`src/rtl/shift_reg_univ_pkg.sv`:
```
// shift_reg_univ_pkg: mode encodings and burst FSM states for the universal shift register
package shift_reg_univ_pkg;
    localparam logic [2:0] MODE_HOLD = 3'b000;
    localparam logic [2:0] MODE_SHL  = 3'b001;
    localparam logic [2:0] MODE_SHR  = 3'b010;
    localparam logic [2:0] MODE_ROL  = 3'b011;
    localparam logic [2:0] MODE_ROR  = 3'b100;
    localparam logic [2:0] MODE_LOAD = 3'b101;
    typedef enum logic {ST_IDLE, ST_RUN} state_t;
endpackage

```
`src/rtl/clk_tick_gen.sv`:
```
// clk_tick_gen: free-running divider producing a registered one-CLK TICK every TICK_DIV cycles
module clk_tick_gen #(
    parameter int TICK_DIV = 33554432
) (
    input  logic CLK,
    input  logic R,
    output logic TICK
);
    localparam int CW = TICK_DIV > 1 ? $clog2(TICK_DIV) : 1;
    localparam logic [CW-1:0] LAST = CW'(TICK_DIV - 1);
    logic [CW-1:0] cnt;
    always_ff @(posedge CLK or posedge R) begin
        if (R) begin
            cnt  <= '0;
            TICK <= 1'b0;
        end else begin
            cnt  <= cnt == LAST ? '0 : cnt + 1'b1;
            TICK <= cnt == LAST;
        end
    end
endmodule

```
`src/rtl/shift_reg_univ.sv`:
```
// shift_reg_univ: universal shift register with continuous mode and counted burst engine
module shift_reg_univ
    import shift_reg_univ_pkg::*;
#(
    parameter int WIDTH    = 4,
    parameter int TICK_DIV = 33554432,
    parameter int CNT_W    = 8
) (
    input  logic             CLK,
    input  logic             R,
    input  logic             CE,
    input  logic [2:0]       MODE,
    input  logic             SLI,
    input  logic             SRI,
    input  logic [WIDTH-1:0] D,
    input  logic             START,
    input  logic [CNT_W-1:0] COUNT,
    output logic [WIDTH-1:0] Q,
    output logic             SLO,
    output logic             SRO,
    output logic             TICK,
    output logic             BUSY,
    output logic             DONE
);
    state_t           state, state_n;
    logic [CNT_W-1:0] rem, rem_n;
    logic [2:0]       mode_l, mode_n, sel;
    logic [WIDTH-1:0] q_n, shifted;
    logic             done_n;

    clk_tick_gen #(.TICK_DIV(TICK_DIV)) u_tick (.CLK(CLK), .R(R), .TICK(TICK));

    assign SLO  = Q[WIDTH-1];
    assign SRO  = Q[0];
    assign BUSY = state == ST_RUN;

    always_comb begin
        sel     = state == ST_RUN ? mode_l : MODE;
        shifted = sel == MODE_SHL  ? {Q[WIDTH-2:0], SLI}      :
                  sel == MODE_SHR  ? {SRI, Q[WIDTH-1:1]}      :
                  sel == MODE_ROL  ? {Q[WIDTH-2:0], Q[WIDTH-1]} :
                  sel == MODE_ROR  ? {Q[0], Q[WIDTH-1:1]}     :
                  sel == MODE_LOAD ? D : Q;
        state_n = state;
        rem_n   = rem;
        mode_n  = mode_l;
        q_n     = Q;
        done_n  = 1'b0;
        if (state == ST_IDLE) begin
            // START wins over a continuous op on the same edge
            if (START) begin
                if (COUNT != '0) begin
                    state_n = ST_RUN;
                    rem_n   = COUNT;
                    mode_n  = MODE;
                end else begin
                    done_n = 1'b1;
                end
            end else if (TICK && CE) begin
                q_n = shifted;
            end
        end else if (TICK) begin
            q_n   = shifted;
            rem_n = rem - 1'b1;
            if (rem == CNT_W'(1)) begin
                state_n = ST_IDLE;
                done_n  = 1'b1;
            end
        end
    end

    always_ff @(posedge CLK or posedge R) begin
        if (R) begin
            state  <= ST_IDLE;
            rem    <= '0;
            mode_l <= MODE_HOLD;
            Q      <= '0;
            DONE   <= 1'b0;
        end else begin
            state  <= state_n;
            rem    <= rem_n;
            mode_l <= mode_n;
            Q      <= q_n;
            DONE   <= done_n;
        end
    end
endmodule

```
`config.mk`:
```
export PLATFORM = sky130hd
export DESIGN_NAME = shift_reg_univ
export DESIGN_NICKNAME = d
export VERILOG_FILES = /design/src/rtl/shift_reg_univ_pkg.sv /design/src/rtl/clk_tick_gen.sv /design/src/rtl/shift_reg_univ.sv
export SDC_FILE = /design/constraint.sdc
export NUM_CORES = 1
export LEC_CHECK = 0
export BUFFER_PORTS_ARGS = -buffer_cell sky130_fd_sc_hd__buf_2
export CAP_MARGIN = 20
export CORE_ASPECT_RATIO = 1.2
export CORE_MARGIN = 2
export CORE_UTILIZATION = 40
export CTS_CLUSTER_SIZE = 12
export DETAILED_ROUTE_END_ITERATION = 16
export PLACE_DENSITY = 0.71
export SYNTH_ARGS = -nofsm -noshare
export SYNTH_HDL_FRONTEND = slang
export SYNTH_SLANG_ARGS = --single-unit
```
`constraint.sdc`:
```
create_clock -name CLK -period 1.9 [get_ports CLK]
set_input_delay 0.38 -clock CLK [delete_from_list [all_inputs] [get_ports CLK]]
set_output_delay 0.38 -clock CLK [all_outputs]
set_load 0.005 [all_outputs]
```
==> key figures, run 1 <==
Synthesis
  – Number of synthesized flops with an enable pin: 0
  – Count of warnings emitted by yosys: 0
  – Post-synthesis compound-gate area fraction: 13.5%
  – Fraction of synthesized cell area in xor and xnor cells: between 7 and 8%
  – Library cell with the highest instance count after synthesis: sky130_fd_sc_hd__dfrtp_1
  – Top post-synthesis cells by count: sky130_fd_sc_hd__dfrtp_1 (43), sky130_fd_sc_hd__nor2_1 (24), sky130_fd_sc_hd__nand2_1 (22)
  – Top area cells in the synthesized netlist: sky130_fd_sc_hd__dfrtp_1 (47%), sky130_fd_sc_hd__xnor2_1 (4.9%), sky130_fd_sc_hd__nor2_1 (3.9%), sky130_fd_sc_hd__nand2_1 (3.6%), sky130_fd_sc_hd__mux2_2 (2.9%)
  – Share of synthesized cell area in full adder, half adder and majority cells: 1.62%
  – Fraction of the yosys area taken by sequential cells: 46.5%
  – Fraction of registers with async set/reset: 100%
  – Share of synthesized area spent on multiplexers: ~7.0%
  – Dominant combinational cell family by area after synthesis: simple AND/OR/NAND/NOR gates
  – Post-Syn Nets: between 200 and 300
  – Count of state elements after synthesis: 43
  – Area share of and/or/nand/nor cells after synthesis: 21.3%
  – Number of unique standard cell types used by synthesis: around 50
  – Leading area contributor after synthesis: sky130_fd_sc_hd__dfrtp_1
  – Top flip-flop cell by instance count after synthesis: sky130_fd_sc_hd__dfrtp_1
  – Number of instances in the synthesized netlist: 230
  – Post-synthesis area per instance: 10.1 um2
  – Share of Yosys cell area claimed by the top area cell type: 46.5%
  – Mapped cell area: 2310 um2

Timing
  – Setup Total Neg Slack: 0 ns
  – Setup repair after global routing missed its margin: no
  – Max-Slew Margin vs Limit: between 60% and 70%
  – Min Tclk post-route: around 1.8 ns
  – Max-slew violation count: 0
  – Hold Worst Slack: between 0.15 and 0.2 ns
  – Period utilization: between 90% and 100%
  – Hold violation count in the final report: 0
  – Worst clock skew: between 0.01 and 0.015 ns
  – Top achievable clock speed: 0.567 GHz
  – Least-Margin Pin Slew: between 0.5 and 0.6 ns
  – Number of setup violations in the final report: 0

Placement
  – Area after DPL: about 2600 um2
  – Cell total after placement: 332
  – Port bufs: 29
  – Detail Placement HPWL: approximately 3400 um
  – Final GP Congestion: about 0.86

Global route
  – Overflow after GRT: 0
  – Pin count of the biggest net entering global routing: 44
  – Met3 capacity usage during global routing: 3.94%
  – Via count of the first global-routing pass: 1776
  – Global Route Usage Sum: between 10% and 20%
  – Met1 track demand over resource: a little under a fifth
  – Highest-utilization routing layer at the global route stage: met2
  – Initial antenna violation count: 0
  – Wire length of the first global-routing pass: 7870 um
  – M2 GR Usage: approximately a quarter

Final layout
  – Share of cells above drive strength 1: approximately a quarter
  – Share of the core filled with cells in the final layout: roughly 48%
  – Area added between synthesis and finish: 16.9%
  – # nets final: approximately 300
  – Design area: 2700 um2
  – Number of antenna repair diodes: 0
  – Non-Filler Instances: 340

Detailed routing
  – Final wirelength: roughly 4500 um
  – Number of design rule violations left after detail routing: 0
  – WL per Instance: approximately 13 um
  – First-iteration detailed-routing DRC count: a little under 80
  – Number of optimization iterations in the first detailed-route pass: 4
  – Post-DR vias/cell: between 5 and 6
  – Vias after detailed routing: 1849
  – Number of nets still failing antenna checks after routing: 0

Clock network
  – Buffers inserted during post-CTS setup optimization: 0
  – Number of buffers added by the clock tree synthesis step: 5
  – CTS Hold Bufs: 0
  – Largest buffer count on any clock path: 2
  – Clock sink count: between 40 and 50
  – Clk_lat worst skew: between 0.3 and 0.4 ns
  – Root buffer selected by CTS: sky130_fd_sc_hd__clkbuf_8
  – Clock tree from TritonCTS: done
  – Clock transition at the registers of the reported paths: about 0.1 ns
  – CTS H-tree lvls: 2

Floorplanning
  – Ports placed on the boundary: 30
  – Core Box Area: approximately 5600 um2
  – Initial standard-cell utilization of the core: 41.1%
  – Die width: 73.4 um
  – Number of rows in the core area: 30
  – Full die area: 6410 um2
  – Height of the die: around 87 um

Job
  – Max-capacitance violation count: 0

Pwr
  – Worst vdd rail ir drop: 0.000284 V
  – Power density cells: just over 600 nW/um2
  – Reported leakage power: roughly 1.2 nW

Critical path
  – Element type at the critical path start: flop
  – CP endpoint kind: flop
  – Minimum setup slack among reg-to-reg paths: between 0.1 and 0.15 ns
  – Kind of critical path: reg -> reg
  – Signal arrival time at the worst endpoint: 1.94 ns
  – Worst r2r dst: Q[2]
  – Data required time at the worst endpoint: roughly 2.1 ns
  – Max FO, Critical Path: 6
  – Count of cells along the worst register-to-register path: 6
  – Reg-to-Reg Start: BUSY

Min path
  – Type of the tightest min-delay check: in -> async

Status
  – Result of the run: finished, final reports clean
[registers in the layout, indices dropped and copies added, names as in the netlist]
name and cells:
rem 8, u_tick.TICK 1, BUSY 1, mode_l 3
u_tick.cnt 25, DONE 1, Q 4
[layout by cell type (no fill, tap or decap), types with 3 or more instances in the layout]
cell                       Yosys  final
sky130_fd_sc_hd__xor2_1        6      6
sky130_fd_sc_hd__nor2_1       24     24
sky130_fd_sc_hd__nand3_1      11     11
sky130_fd_sc_hd__nand2_1      22     22
sky130_fd_sc_hd__mux2_2        6      6
sky130_fd_sc_hd__nor3_1        3      3
sky130_fd_sc_hd__dfrtp_1      43     42
sky130_fd_sc_hd__a21oi_1      11     11
sky130_fd_sc_hd__and3_1        3      3
sky130_fd_sc_hd__nand4_1      10     10
sky130_fd_sc_hd__buf_4         4     14
sky130_fd_sc_hd__buf_2         0     29
sky130_fd_sc_hd__o21ai_0       9      9
sky130_fd_sc_hd__nand3b_1      3      3
sky130_fd_sc_hd__ha_1          3      3
sky130_fd_sc_hd__xnor2_1      13     13
sky130_fd_sc_hd__mux2i_1       5      5
sky130_fd_sc_hd__inv_1         8      8
sky130_fd_sc_hd__clkbuf_8      0      5
[stage by stage]
step	worst slack [ns]	power, mW
2_1_floorplan	0.151	1.00
3_3_place_gp	0.0622	1.05
3_5_place_dp	0.0211	1.05
4_1_cts	0.0391	1.65
5_1_grt	0.0481	1.70
6_report	0.137	1.63
[how the worst max path moves through the flow]
stage	startpoint	to	slack, ns
floorplan	BUSY	Q[0]	0.15
global placement	COUNT[2]	rem[5]	0.06
detailed placement	COUNT[2]	rem[3]	0.02
CTS	BUSY	Q[2]	0.04
global route	u_tick.cnt[0]	u_tick.cnt[0]	0.05
finish	BUSY	Q[2]	0.14
[power breakdown]
part           switching (mW)  internal, mW
logic                  0.0565        0.0483
clock network           0.341         0.263
registers             0.00408         0.920
total                   0.402          1.23
[worst max-delay path, stage by stage (launching register included)]
cell	delay, ns
sky130_fd_sc_hd__dfrtp_2	0.48
sky130_fd_sc_hd__mux2i_4	0.22
sky130_fd_sc_hd__buf_4	0.16
sky130_fd_sc_hd__xor2_1	0.18
sky130_fd_sc_hd__a22o_1	0.20
sky130_fd_sc_hd__a222oi_1	0.28
sky130_fd_sc_hd__a21oi_1	0.12
[layer usage]
| metal | routed length, um | vias to the layer above |
|---|---|---|
| li1 | - | 922 |
| met1 | 2040 | 889 |
| met2 | 2250 | 33 |
| met3 | 155 | 5 |
| met4 | 59 | 0 |
| met5 | 0 | - |
[timing repair]
item,4_1_cts,5_1_grt
endpoints found under the setup margin,0,2
endpoints found under the hold margin,0,0
gates resized for setup,0,1
[cell families after synthesis]
group           after synthesis
simple gates                 95
compound gates               44
flops                        43
xor+xnor                     19
buf+inv                      13
mux                          13
fa+ha+maj                     3
[area by class of cell]
| type | instances | area (um2) |
|---|---|---|
| Tap cell | 64 | 80.1 |
| Sequential cell | 43 | 1080 |
| Fill cell | 522 | 2930 |
| Timing Repair Buffer | 43 | 250 |
| Inverter | 8 | 30.0 |
| Multi-Input combinational cell | 174 | 1170 |
| Clock buffer | 5 | 68.8 |
| Clock inverter | 3 | 23.8 |
Power figures use the tool's default switching activity.
==> run 2: changes to the inputs <==
--- a/config.mk
+++ b/config.mk
@@ -12,6 +12,7 @@
 export CORE_UTILIZATION = 40
 export CTS_CLUSTER_SIZE = 12
 export DETAILED_ROUTE_END_ITERATION = 16
+export MAX_ROUTING_LAYER = met4
 export PLACE_DENSITY = 0.71
 export SYNTH_ARGS = -nofsm -noshare
 export SYNTH_HDL_FRONTEND = slang
==> key figures, run 2 (synthesis gave the netlist of run 1 again) <==
Timing
  – Setup repair after global routing missed its margin: no (unchanged)
  – Min Tclk post-route: 1.76 ns (about the same)
  – Hold violation count in the final report: 0 (unchanged)
  – Number of setup violations in the final report: 0 (unchanged)
  – Final Worst Setup Slack: 0.138 ns (was 0.137 ns)
  – Max-slew violation count: 0 (unchanged)
  – Least-Margin Pin Slew: 0.539 ns (about the same)
  – Period utilization: 92.7% (was 92.8%)
  – Worst clock skew: 0.0146 ns (was 0.0150 ns)
  – Max-Slew Margin vs Limit: 64.1% (about the same)
  – Top achievable clock speed: 0.568 GHz (was 0.567 GHz)
  – Setup Total Neg Slack: 0 ns (unchanged)

Detailed routing
  – Post-DR vias/cell: 5.44 (unchanged)
  – First-iteration detailed-routing DRC count: 76 (was 77)
  – WL per Instance: 13.2 um (was 13.3 um)
  – Number of design rule violations left after detail routing: 0 (unchanged)
  – Final wirelength: 4500 um (was 4510 um)
  – Number of optimization iterations in the first detailed-route pass: 4 (unchanged)
  – Number of nets still failing antenna checks after routing: 0 (unchanged)
  – Vias after detailed routing: 1849 (unchanged)

Final layout
  – Footprint of the flip-flops and latches: 1080 um2 (unchanged)
  – Number of antenna repair diodes: 0 (unchanged)
  – Share of cells above drive strength 1: 26.1% (unchanged)
  – Commonest non-fill, non-tap cell in the layout: sky130_fd_sc_hd__dfrtp_1 (unchanged)
  – Area added between synthesis and finish: 16.9% (unchanged)
  – Most used cells in the layout excluding fill and tap cells: sky130_fd_sc_hd__dfrtp_1 (42), sky130_fd_sc_hd__buf_2 (29), sky130_fd_sc_hd__nor2_1 (24) (unchanged)
  – Reg with most FFs: u_tick.cnt (unchanged)
  – Fillcell total: 522 (unchanged)
  – Area of the multi-input gates: 1170 um2 (unchanged)
  – Largest register FFs: 25 (unchanged)
  – Biggest regs: u_tick.cnt (25), rem (8), Q (4) (unchanged)
  – # nets final: 299 (unchanged)

Clock network
  – Clock tree from TritonCTS: done (unchanged)
  – Root buffer selected by CTS: sky130_fd_sc_hd__clkbuf_8 (unchanged)
  – Largest buffer count on any clock path: 2 (unchanged)
  – CTS H-tree lvls: 2 (unchanged)
  – Clock sink count: 43 (unchanged)
  – Clk_lat worst skew: 0.31 ns (about the same)
  – Clock transition at the registers of the reported paths: 0.10 ns (about the same)
  – CTS Hold Bufs: 0 (unchanged)
  – Number of buffers added by the clock tree synthesis step: 5 (unchanged)

Job
  – Max-capacitance violation count: 0 (unchanged)

Critical path
  – Element type at the critical path start: flop (unchanged)
  – Origin of the worst setup path: BUSY (unchanged)
  – Reg-to-Reg Start: BUSY (unchanged)
  – Slowest library cell on the worst path: sky130_fd_sc_hd__dfrtp_2 (unchanged)
  – Slowest Stage Delay on Critical Path: 0.48 ns (about the same)
  – Worst r2r dst: Q[2] (unchanged)
  – Max FO, Critical Path: 6 (unchanged)
  – Count of cells along the worst register-to-register path: 6 (unchanged)
  – Signal arrival time at the worst endpoint: 1.94 ns (about the same)
  – Kind of critical path: reg -> reg (unchanged)
  – Minimum setup slack among reg-to-reg paths: 0.14 ns (about the same)
  – CP endpoint kind: flop (unchanged)
  – Ordered cell list for the critical path: mux2i_4 > buf_4 > xor2_1 > a22o_1 > a222oi_1 > a21oi_1 (unchanged)
  – Data required time at the worst endpoint: 2.08 ns (about the same)

Global route
  – Overflow after GRT: 0 (unchanged)
  – Pin count of the biggest net entering global routing: 44 (unchanged)
  – Via count of the first global-routing pass: 1775 (was 1776)
  – Global Route Usage Sum: 15.9% (was 15.5%)
  – Initial antenna violation count: 0 (unchanged)
  – Wire length of the first global-routing pass: 7870 um (about the same)

Placement
  – Pre-CTS setup slack: 0.0211 ns (unchanged)
  – Detail Placement HPWL: 3370 um (unchanged)
  – Port bufs: 29 (unchanged)
  – Final GP Congestion: 0.874 (was 0.860)

Floorplanning
  – Height of the die: 87.3 um (unchanged)
  – Ports placed on the boundary: 30 (unchanged)
  – Initial standard-cell utilization of the core: 41.1% (unchanged)
  – Number of rows in the core area: 30 (unchanged)
  – Full die area: 6410 um2 (unchanged)
  – Core Box Area: 5630 um2 (unchanged)
  – Die width: 73.4 um (unchanged)

Pwr
  – NetSw: 0.401 mW (was 0.402 mW)
  – Clock power frac: 37.0% (about the same)
  – Switching power as a share of total power: 24.6% (about the same)
  – Total chip power: 1.63 mW (about the same)
  – Power density cells: 604 nW/um2 (about the same)
  – Reported leakage power: 1.23 nW (unchanged)
  – Int Pwr: 1.23 mW (about the same)
  – Part of the power in combinational logic: 6.4% (about the same)
  – Sequential cell fraction of total power: 56.6% (about the same)
  – Worst vdd rail ir drop: 0.000284 V (unchanged)

Status
  – Result of the run: finished, final reports clean (unchanged)

Min path
  – Type of the tightest min-delay check: in -> async (unchanged)
==> run 2: cell counts in the layout (fill, tap and decap cells not counted) <==
No cell type changed its count.
==> run 2: stage by stage <==
| step | utilization [%] | instances | hold slack, ns | cell area [um2] |
|---|---|---|---|---|
| 6_report | 48.0 | 340 | 0.191 | 2700 |
| 5_1_grt | 48.0 | 340 | 0.257 | 2700 |
| 4_1_cts | 48.0 | 340 | 0.210 | 2700 |
| 3_5_place_dp | 46.3 | 332 | 0.471 | 2610 |
| 3_3_place_gp | 46.3 | 332 | 0.466 | 2610 |
| 2_1_floorplan | - | 230 | 0.446 | 2310 |
==> run 2: how the worst max path moves through the flow <==
stage,to,slack [ns],cells past startpoint
2_1_floorplan,Q[0],0.15,6
3_5_place_dp,rem[3],0.02,6
5_1_grt,u_tick.cnt[0],0.05,6
3_3_place_gp,rem[5],0.06,6
6_report,Q[2],0.14,6
4_1_cts,Q[2],0.04,6
==> run 2: repair_timing <==
item | CTS | global route
endpoints found under the setup margin | 0 | 2
resized for setup | 0 | 1
setup buffers | 0 | 0
hold endpoints to repair | 0 | 0
==> run 2: layout make-up <==
cell class	count	area share [%]
clock buffer	5	2.55
clock inverter	3	0.880
inverter	8	1.11
multi-input combinational	174	43.4
sequential	43	39.9
tap	64	2.96
timing repair buffer	43	9.26
==> run 2: layer usage <==
metal  global-route usage, %  wire, um  vias up
met1                    18.6      2050      889
met2                    26.2      2240       33
met4                    6.28        59        0
met5                       -         0        -
met3                    3.94       155        5
li1                        -         -      922
==> run 2: power by group through the flow <==
stage	logic (mW)	clock network [mW]	registers, mW
6_report	0.105	0.603	0.924
5_1_grt	0.118	0.661	0.925
4_1_cts	0.107	0.624	0.924
3_5_place_dp	0.106	0	0.942
3_3_place_gp	0.105	0	0.942
2_1_floorplan	0.0601	0	0.941
==> run 2: worst max-delay path, delay by kind of cell (launching register included) <==
family                 cells  cell delay, ns
flip-flops                 1            0.48
AO/OA/AOI/OAI              3            0.60
buffers and inverters      1            0.16
multiplexers               1            0.22
XOR/XNOR                   1            0.18
